$ cat src/rtl/poly_voice_mixer_if.sv
// Note-event bus from the MIDI stage into the polyphonic voice mixer.
// Strobe semantics: event_valid_in marks one event in that cycle; there is no
// ready signal, so the consumer accepts an event in every cycle that valid is high.
interface poly_voice_mixer_if #(
  parameter int RATE_WIDTH = 24
);
  logic                  event_valid_in;
  logic                  event_on_in;
  logic [6:0]            event_note_in;
  logic [RATE_WIDTH-1:0] event_rate_in;

  modport master (
    output event_valid_in,
    output event_on_in,
    output event_note_in,
    output event_rate_in
  );

  modport slave (
    input event_valid_in,
    input event_on_in,
    input event_note_in,
    input event_rate_in
  );
endinterface

$ cat src/rtl/poly_voice_mixer.sv
// Polyphonic square-wave voice bank with retrigger / free-voice / oldest-steal
// allocation, mixed into one registered signed sample for the I2S transmitter.
module poly_voice_mixer #(
  parameter int              NUM_VOICES = 4,
  parameter int              WIDTH      = 24,
  parameter int              RATE_WIDTH = 24,
  parameter logic [WIDTH-1:0] AMP       = 24'h1FFFFF
) (
  input  logic                  clk_in,
  input  logic                  rst_in,
  poly_voice_mixer_if.slave     evt,
  output logic [WIDTH-1:0]      sample_out,
  output logic [NUM_VOICES-1:0] voice_active_out,
  output logic                  voice_stolen_out
);

  localparam int IDX_W = $clog2(NUM_VOICES);
  localparam int SUM_W = WIDTH + IDX_W;
  localparam logic signed [SUM_W-1:0] AMP_EXT = {{IDX_W{1'b0}}, AMP};

  // Per-voice state
  logic [NUM_VOICES-1:0] active_q;
  logic [NUM_VOICES-1:0] level_q;
  logic [6:0]            note_q [NUM_VOICES];
  logic [RATE_WIDTH-1:0] rate_q [NUM_VOICES];
  logic [RATE_WIDTH-1:0] cnt_q  [NUM_VOICES];
  logic [7:0]            age_q  [NUM_VOICES];

  // Allocation lookup over the current voice state
  logic             hit_found;
  logic             free_found;
  logic [IDX_W-1:0] hit_idx;
  logic [IDX_W-1:0] free_idx;
  logic [IDX_W-1:0] old_idx;
  logic [7:0]       old_age;

  always_comb begin
    hit_found  = 1'b0;
    hit_idx    = '0;
    free_found = 1'b0;
    free_idx   = '0;
    old_idx    = '0;
    old_age    = age_q[0];
    for (int i = 0; i < NUM_VOICES; i++) begin
      if (!hit_found && active_q[i] && (note_q[i] == evt.event_note_in)) begin
        hit_found = 1'b1;
        hit_idx   = IDX_W'(i);
      end
      if (!free_found && !active_q[i]) begin
        free_found = 1'b1;
        free_idx   = IDX_W'(i);
      end
      // Strict compare keeps the lowest index on equal ages.
      if (age_q[i] > old_age) begin
        old_age = age_q[i];
        old_idx = IDX_W'(i);
      end
    end
  end

  logic                  note_on;
  logic                  note_off;
  logic                  do_steal;
  logic [IDX_W-1:0]      on_idx;
  logic [RATE_WIDTH-1:0] rate_clamped;

  assign note_on      = evt.event_valid_in && evt.event_on_in;
  assign note_off     = evt.event_valid_in && !evt.event_on_in && hit_found;
  assign do_steal     = note_on && !hit_found && !free_found;
  assign on_idx       = hit_found  ? hit_idx  :
                        free_found ? free_idx : old_idx;
  assign rate_clamped = (evt.event_rate_in == '0) ? RATE_WIDTH'(1) : evt.event_rate_in;

  // Mixer: full-precision sum, then divide by the voice count so it cannot overflow.
  logic signed [SUM_W-1:0] mix_sum;
  logic [WIDTH-1:0]        mix_sample;
  logic                    unused_mix_lsbs;

  always_comb begin
    mix_sum = '0;
    for (int i = 0; i < NUM_VOICES; i++) begin
      if (active_q[i]) begin
        if (level_q[i]) mix_sum = mix_sum + AMP_EXT;
        else            mix_sum = mix_sum - AMP_EXT;
      end
    end
  end

  assign mix_sample      = mix_sum[SUM_W-1:IDX_W];
  assign unused_mix_lsbs = ^mix_sum[IDX_W-1:0];

  always_ff @(posedge clk_in) begin
    if (rst_in) begin
      active_q         <= '0;
      level_q          <= '0;
      sample_out       <= '0;
      voice_stolen_out <= 1'b0;
      for (int i = 0; i < NUM_VOICES; i++) begin
        note_q[i] <= '0;
        rate_q[i] <= '0;
        cnt_q[i]  <= '0;
        age_q[i]  <= '0;
      end
    end else begin
      sample_out       <= mix_sample;
      voice_stolen_out <= do_steal;
      for (int i = 0; i < NUM_VOICES; i++) begin
        if (note_on && (on_idx == IDX_W'(i))) begin
          active_q[i] <= 1'b1;
          note_q[i]   <= evt.event_note_in;
          rate_q[i]   <= rate_clamped;
          cnt_q[i]    <= '0;
          level_q[i]  <= 1'b1;
          age_q[i]    <= '0;
        end else begin
          if (note_on && active_q[i] && (age_q[i] != 8'hFF)) begin
            age_q[i] <= age_q[i] + 8'd1;
          end
          if (note_off && (hit_idx == IDX_W'(i))) begin
            active_q[i] <= 1'b0;
            cnt_q[i]    <= '0;
          end else if (active_q[i]) begin
            // Each level lasts exactly rate cycles.
            if (cnt_q[i] == (rate_q[i] - RATE_WIDTH'(1))) begin
              cnt_q[i]   <= '0;
              level_q[i] <= ~level_q[i];
            end else begin
              cnt_q[i] <= cnt_q[i] + RATE_WIDTH'(1);
            end
          end else begin
            cnt_q[i] <= '0;
          end
        end
      end
    end
  end

  assign voice_active_out = active_q;

endmodule

$ cat src/flat_wrapper.sv
// flat-port wrapper written by rule: the top's interface ports become plain ports
module poly_voice_mixer_flat 
#(
  parameter int              NUM_VOICES = 4,
  parameter int              WIDTH      = 24,
  parameter int              RATE_WIDTH = 24,
  parameter logic [WIDTH-1:0] AMP       = 24'h1FFFFF
)
  (clk_in, rst_in, sample_out, voice_active_out, voice_stolen_out, evt_event_valid_in, evt_event_on_in, evt_event_note_in, evt_event_rate_in);
  poly_voice_mixer_if #(.RATE_WIDTH(RATE_WIDTH)) evt_i ();
  input  logic clk_in;
  input  logic rst_in;
  output logic [WIDTH-1:0] sample_out;
  output logic [NUM_VOICES-1:0] voice_active_out;
  output logic voice_stolen_out;
  input wire logic [$bits(evt_i.event_valid_in)-1:0] evt_event_valid_in;
  input wire logic [$bits(evt_i.event_on_in)-1:0] evt_event_on_in;
  input wire logic [$bits(evt_i.event_note_in)-1:0] evt_event_note_in;
  input wire logic [$bits(evt_i.event_rate_in)-1:0] evt_event_rate_in;
  assign evt_i.event_valid_in = evt_event_valid_in;
  assign evt_i.event_on_in = evt_event_on_in;
  assign evt_i.event_note_in = evt_event_note_in;
  assign evt_i.event_rate_in = evt_event_rate_in;
  poly_voice_mixer #(.NUM_VOICES(NUM_VOICES), .WIDTH(WIDTH), .RATE_WIDTH(RATE_WIDTH), .AMP(AMP)) u_core (.clk_in(clk_in), .rst_in(rst_in), .evt(evt_i), .sample_out(sample_out), .voice_active_out(voice_active_out), .voice_stolen_out(voice_stolen_out));
endmodule
$ cat config.mk
export PLATFORM = sky130hd
export DESIGN_NAME = poly_voice_mixer_flat
export DESIGN_NICKNAME = d
export VERILOG_FILES = /design/src/rtl/poly_voice_mixer_if.sv /design/src/rtl/poly_voice_mixer.sv /design/src/flat_wrapper.sv
export SDC_FILE = /design/constraint.sdc
export NUM_CORES = 1
export LEC_CHECK = 0
export ABC_AREA = 1
export BUFFER_PORTS_ARGS = -buffer_cell sky130_fd_sc_hd__buf_4
export CAP_MARGIN = 20
export CORE_MARGIN = 1
export CORE_UTILIZATION = 45
export CTS_CLUSTER_DIAMETER = 50
export CTS_CLUSTER_SIZE = 24
export DETAILED_ROUTE_END_ITERATION = 10
export GPL_TIMING_DRIVEN = 1
export PLACE_DENSITY = 0.69
export SYNTH_ARGS = -nofsm -noshare
export SYNTH_HDL_FRONTEND = slang
export SYNTH_SLANG_ARGS = --single-unit
$ cat constraint.sdc
create_clock -name clk_in -period 15.75 [get_ports clk_in]
set_input_delay 0.7875 -clock clk_in [delete_from_list [all_inputs] [get_ports clk_in]]
set_output_delay 0.7875 -clock clk_in [all_outputs]
set_load 0.02 [all_outputs]
After elaboration in Yosys (flattened, before gate mapping):

Memory sizes are Yosys's and may differ from the RTL's.
Cells that the tools add are included.

* register bits after elaboration: 33
* input port bits: 35
* bits in writable memories: 252
* output and inout port bits: 29
* logic and storage cells: 361
* memories: 4
* ROM bits: 0
* latch bits: 0

Memory list
* u_core.cnt_q: depth 4, bits a word 24, rd ports 4, clocked after memory_dff 0, write ports 4, RTL line poly_voice_mixer.sv:26 `logic [RATE_WIDTH-1:0] cnt_q [NUM_VOICES];`
* u_core.rate_q: depth 4, bits a word 24, rd ports 4, clocked after memory_dff 0, write ports 4, RTL line poly_voice_mixer.sv:25 `logic [RATE_WIDTH-1:0] rate_q [NUM_VOICES];`
* u_core.age_q: depth 4, bits a word 8, rd ports 4, clocked after memory_dff 0, write ports 4, RTL line poly_voice_mixer.sv:27 `logic [7:0] age_q [NUM_VOICES];`
* u_core.note_q: depth 4, bits a word 7, rd ports 4, clocked after memory_dff 0, write ports 4, RTL line poly_voice_mixer.sv:24 `logic [6:0] note_q [NUM_VOICES];`

* div/mod/pow operators: 0
* magnitude comparators: 3
* add/sub/neg operators: 18
* multipliers: 0
* eq/ne operators: 22
* reductions and logical operators: 61
* shift operators: 0
* mux-type cells: 203
* bitwise gates (word level): 40

Operators with widths (number)
* 2-to-1 mux 24 bit: 25
* 2-to-1 mux 26 bit: 8
* 2-to-1 mux 1 bit: 148
* adder 24 x 1 -> 24 bit (second input constant): 4
* == test 24 bit: 4
* subtractor 24 x 1 -> 24 bit (second input constant): 4
* 2-to-1 mux 8 bit: 10
* adder 26 x 22 -> 26 bit (second input constant): 3
* subtractor 26 x 22 -> 26 bit (second input constant): 3
* OR 1 bit: 36
* adder 8 x 1 -> 8 bit (second input constant): 4
* != test 8 bit (second input constant): 4
* logical AND 1 bit: 31
* == test 7 bit: 4
* 2-to-1 mux 7 bit: 4
* > comparator 8 bit: 3
* logical NOT 24 bit: 1
* nonzero test 2 bit: 12
* 2-to-1 mux 2 bit: 8
* AND reduction 3 bit: 4
* logical NOT 1 bit: 11
* == test 2 bit (second input constant): 4
* != test 2 x 1 -> 1 bit (second input constant): 4
* == test 2 x 1 -> 1 bit (second input constant): 2
* other kinds (2): 6

Logic depth before layout (Yosys ltp):

An unclocked memory read counts as a cell.

* depth after elaboration: 27
* depth in mapped cells: 36

Least setup slack after synthesis:

OpenSTA, ideal clock, no wires.

* path kind: flip-flop to flip-flop
* start point: register u_core.active_q[0], in the netlist u_core.voice_active_out[0]
* end point: register u_core.sample_out[15]
* setup time: 0.116 ns
* data arrival time: 4.902 ns
* data required time: 15.634 ns
* stages on the path, launching flop included: 32
* setup slack: 10.733 ns
* cell sequence: dfxtp_1 -> nand2_1 -> inv_1 -> fa_1 -> inv_1 -> fa_1 -> inv_1 -> fa_1 -> o21ai_0 -> inv_1 -> ha_1 -> a21oi_1 -> inv_1 -> a21oi_1 -> inv_1 -> nand2_1 -> nand2_1 -> inv_1 -> nand2_1 -> nand2_1 -> nand2_1 -> nand2_1 -> inv_1 -> ha_1 -> inv_1 -> o21bai_1 -> a21oi_1 -> o21ai_0 -> a21o_1 -> or2_2 -> a21oi_1 -> nor2_1

* word-level cells in the longest chain between the ends: 10
* elaborated cells between the ends (all ways): 13
* classes of those cells: 6 x add/sub; 7 x mux

RTL lines
* from (decl): RTL line poly_voice_mixer.sv:22 `logic [NUM_VOICES-1:0] active_q;`
* from (signal assigned): RTL line poly_voice_mixer.sv:94 `active_q <= '0;`
* from (signal, indexed assignment): RTL line poly_voice_mixer.sv:109 `active_q[i] <= 1'b1;`
* from (signal, indexed assignment): RTL line poly_voice_mixer.sv:120 `active_q[i] <= 1'b0;`
* 2-to-1 mux 26 bit *: RTL line poly_voice_mixer.sv:82 `if (active_q[i]) begin`
* subtractor 26 x 22 -> 26 bit / adder 26 x 22 -> 26 bit (equally long branches): RTL line poly_voice_mixer.sv:84, poly_voice_mixer.sv:83
* 2-to-1 mux 26 bit: RTL line poly_voice_mixer.sv:83 `if (level_q[i]) mix_sum = mix_sum + AMP_EXT;`
* 2-to-1 mux 26 bit *: RTL line poly_voice_mixer.sv:82
* subtractor 26 x 22 -> 26 bit / adder 26 x 22 -> 26 bit (equally long branches): RTL line poly_voice_mixer.sv:84, poly_voice_mixer.sv:83
* 2-to-1 mux 26 bit: RTL line poly_voice_mixer.sv:83
* 2-to-1 mux 26 bit *: RTL line poly_voice_mixer.sv:82
* subtractor 26 x 22 -> 26 bit / adder 26 x 22 -> 26 bit (equally long branches): RTL line poly_voice_mixer.sv:84, poly_voice_mixer.sv:83
* 2-to-1 mux 26 bit: RTL line poly_voice_mixer.sv:83
* 2-to-1 mux 26 bit *: RTL line poly_voice_mixer.sv:82
* to (signal assigned): RTL line poly_voice_mixer.sv:105 `sample_out <= mix_sample;`
* to (decl): RTL line poly_voice_mixer.sv:12 `output logic [WIDTH-1:0] sample_out,`

Mark *: on every way between the ends. The rest lies on a longest branch, timed or not.
A chain may end at the register's enable or synchronous reset.

==> reports/results.txt <==
status = completed
clock sink count = 285
DIE WIDTH = 215 um
slowest stage cell, crit path = a21boi_1
r2r setup slk = 9.50 ns
Startpoint Class = register
multi-input logic area = 11000 um^2
hpwl dp = 39.3 mm
GP Congestion = 0.911
commonest non-fill, non-tap cell in the layout = nand2_1
clock transition at the registers of the reported paths = 0.07 ns
HP Class = input port to register
Final Net Count = 2946
CP peak stage delay = 0.70 ns
post-synthesis cell count = 2677
TritonRoute pass-1 iters = 6
DRC = 0
max cap viols = 0
area share of the largest cell type after synthesis = 36.9%
FF-to-FF Start = u_core.age_q[0][3]
area leader, netlist = edfxtp_1
flops & latches, synth = 285
WS Path Type = register to register
FILL cells = 4233
critical path arrival = 6.45 ns
die area = 46400 um^2
CTS hold repair buffers = 0
Vias = 17687
Initial Util = 46.0%
Syn Std Cell Area = 20500 um^2
register area share after synthesis = 40.1%
post-synthesis area per instance = 7.66 um^2
pwr/cell area = 87.7 nW/um^2
synth top area cells = edfxtp_1, nand2_1, nor2_1
hold path depth = 2
number of global-route vias before repair = 16666
CTS tree = yes
FP Rows = 77
sequential cell area = 8230 um^2
unrepaired setup endpoints after global routing = no
Top-Level Pins = 64
setup TNS = 0 ns
worst reg2reg endpoint = u_core.age_q[2][1]
Tmin final = 6.25 ns
clock root buffer = clkbuf_16
HP Start = rst_in
worst-path fanout max = 34
Final Util = 52.0%
initial antenna violation count = 1
crit end category = register
Via density = 5.12
post-cts resize count = 0
maximum clock path buffer count = 3
count of buffers from port buffering = 63
core box area = 44600 um^2
final instance area = 23200 um^2
CP Launch Point = u_core.age_q[0][3]
cell mode on critical path = nand2_1
Distinct cells, synth = 60
antenna viol nets, final = 0
leak pwr = 10.5 nW
GRT Total Usage = 22.3%
required time of the worst setup path = 15.94 ns
Iter 0 DRT Violations = 1182
Synth warnings = 0
first-pass GRT wire length = 83.6 mm
share of cells above drive strength 1 = 7.06%
Skew-Pair Late Insertion Delay = 0.59 ns
max frequency = 160 MHz
max-slew violation count = 0
routed wire length per instance = 14.9 um
Routed WL = 51.4 mm
final number of setup-violating endpoints = 0
R2R cell count = 28
Die Height = 215 um
area delta synth->final = 13.1%
post-CTS setup buffers = 0
largest net degree at the start of global routing = 55
Peak supply drop = 0.0814 mV
gr ovfl total = 0
Max transition margin = 33.6%
CTS Buf Count = 36
worst slew pin tran = 0.995 ns
Hold Fails Final Rpt = 0
dpl cell area = 21800 um^2
most frequent cells in the layout = nand2_1, nor2_1, inv_1
skew final = 0.0463 ns
H-tree depth = 2
fin crit share = 39.7%
Hold Path Sink = u_core.sample_out[7]
layout make-up:
class                      instances  share of cell area [%]
multi-input combinational       2082                    47.5
sequential                       285                    35.5
inverter                         359                    5.81
clock buffer                      37                    3.99
tap                              592                    3.19
timing repair buffer              69                    2.47
clock inverter                    29                    1.60
antenna                            1                  0.0108
how the worst max path moves through the flow:
stage	endpoint	slack (ns)	cells after the start
after global routing	u_core.age_q[2][6]	8.84	29
after CTS	u_core.rate_q[0][88]	9.42	28
after floorplan	u_core.sample_out[15]	10.73	31
after global placement	u_core.rate_q[0][73]	9.69	28
after detailed placement	u_core.rate_q[0][74]	9.46	28
final	u_core.age_q[2][1]	9.50	28
metal layers:
metal	global-route usage, %	vias up	part of all wire, %
li1	-	8946	-
met5	0	-	0
met3	4.06	85	5.9
met4	7.09	0	2.8
met2	36.5	445	46
met1	29.7	8211	45
sequential cells by signal (all words and copies together), names as in the netlist:
register                 count
u_core.voice_stolen_out      1
u_core.note_q               28
u_core.sample_out           24
u_core.level_q               4
u_core.cnt_q                96
u_core.rate_q               96
u_core.voice_active_out      4
u_core.age_q                32
stage by stage:
step	hold slack (ns)	setup slack [ns]	cells	power [mW]
after floorplan	0.534	10.73	2772	1.09
after global placement	0.604	9.69	3383	1.16
after detailed placement	0.617	9.46	3383	1.16
after CTS	0.526	9.42	3449	2.05
after global routing	0.545	8.84	3454	2.12
final	0.559	9.50	3454	2.04
synth_stat cells, drive strengths merged:
library cell,instances
o21a,1
o31ai,1
nor3,50
nand3,163
nor2,532
a311oi,4
buf,28
o2111ai,1
a31oi,6
xnor3,1
nor3b,11
nor4,10
a21oi,118
nand3b,20
nand2b,1
clkbuf,18
xor3,1
or2,11
a41o,1
inv,358
and2,11
o21ai,106
nor4b,1
o21bai,15
and3,1
dfxtp,33
a211oi,2
a21o,4
xor2,160
conb,1
o22ai,1
a21boi,3
o211a,1
xnor2,66
nand4,52
o211ai,3
nand2,550
ha,73
fa,5
edfxtp,252
clkinv,1
cell families (layout without fill, tap and decap cells):
| family | after synthesis | in the layout | share of synthesized area (%) |
|---|---|---|---|
| buffers and inverters | 405 | 494 | 7.92 |
| other | 1 | 97 | 0.0183 |
| AOI/OAI and AO/OA | 267 | 267 | 7.06 |
| xor gates and xnor gates | 228 | 228 | 9.88 |
| DFF | 285 | 285 | 40.1 |
| and+or+nand+nor | 1413 | 1413 | 30.1 |
| adders and majority gates | 78 | 78 | 4.94 |
power by group:
part           internal, mW  total, mW  switching [mW]
logic                0.0926      0.262           0.169
registers             0.855      0.891          0.0364
clock network         0.469      0.882           0.413
worst max-delay path, delay by kind of cell (launching register included):
kind / cells / cell delay, ns
flip-flops: 1 / 0.40
AO/OA/AOI/OAI: 6 / 1.65
adder cells (fa/ha/maj): 3 / 0.92
buffers and inverters: 2 / 0.31
AND/OR/NAND/NOR: 17 / 2.57
No activity file was read; power rests on OpenSTA's default activity.
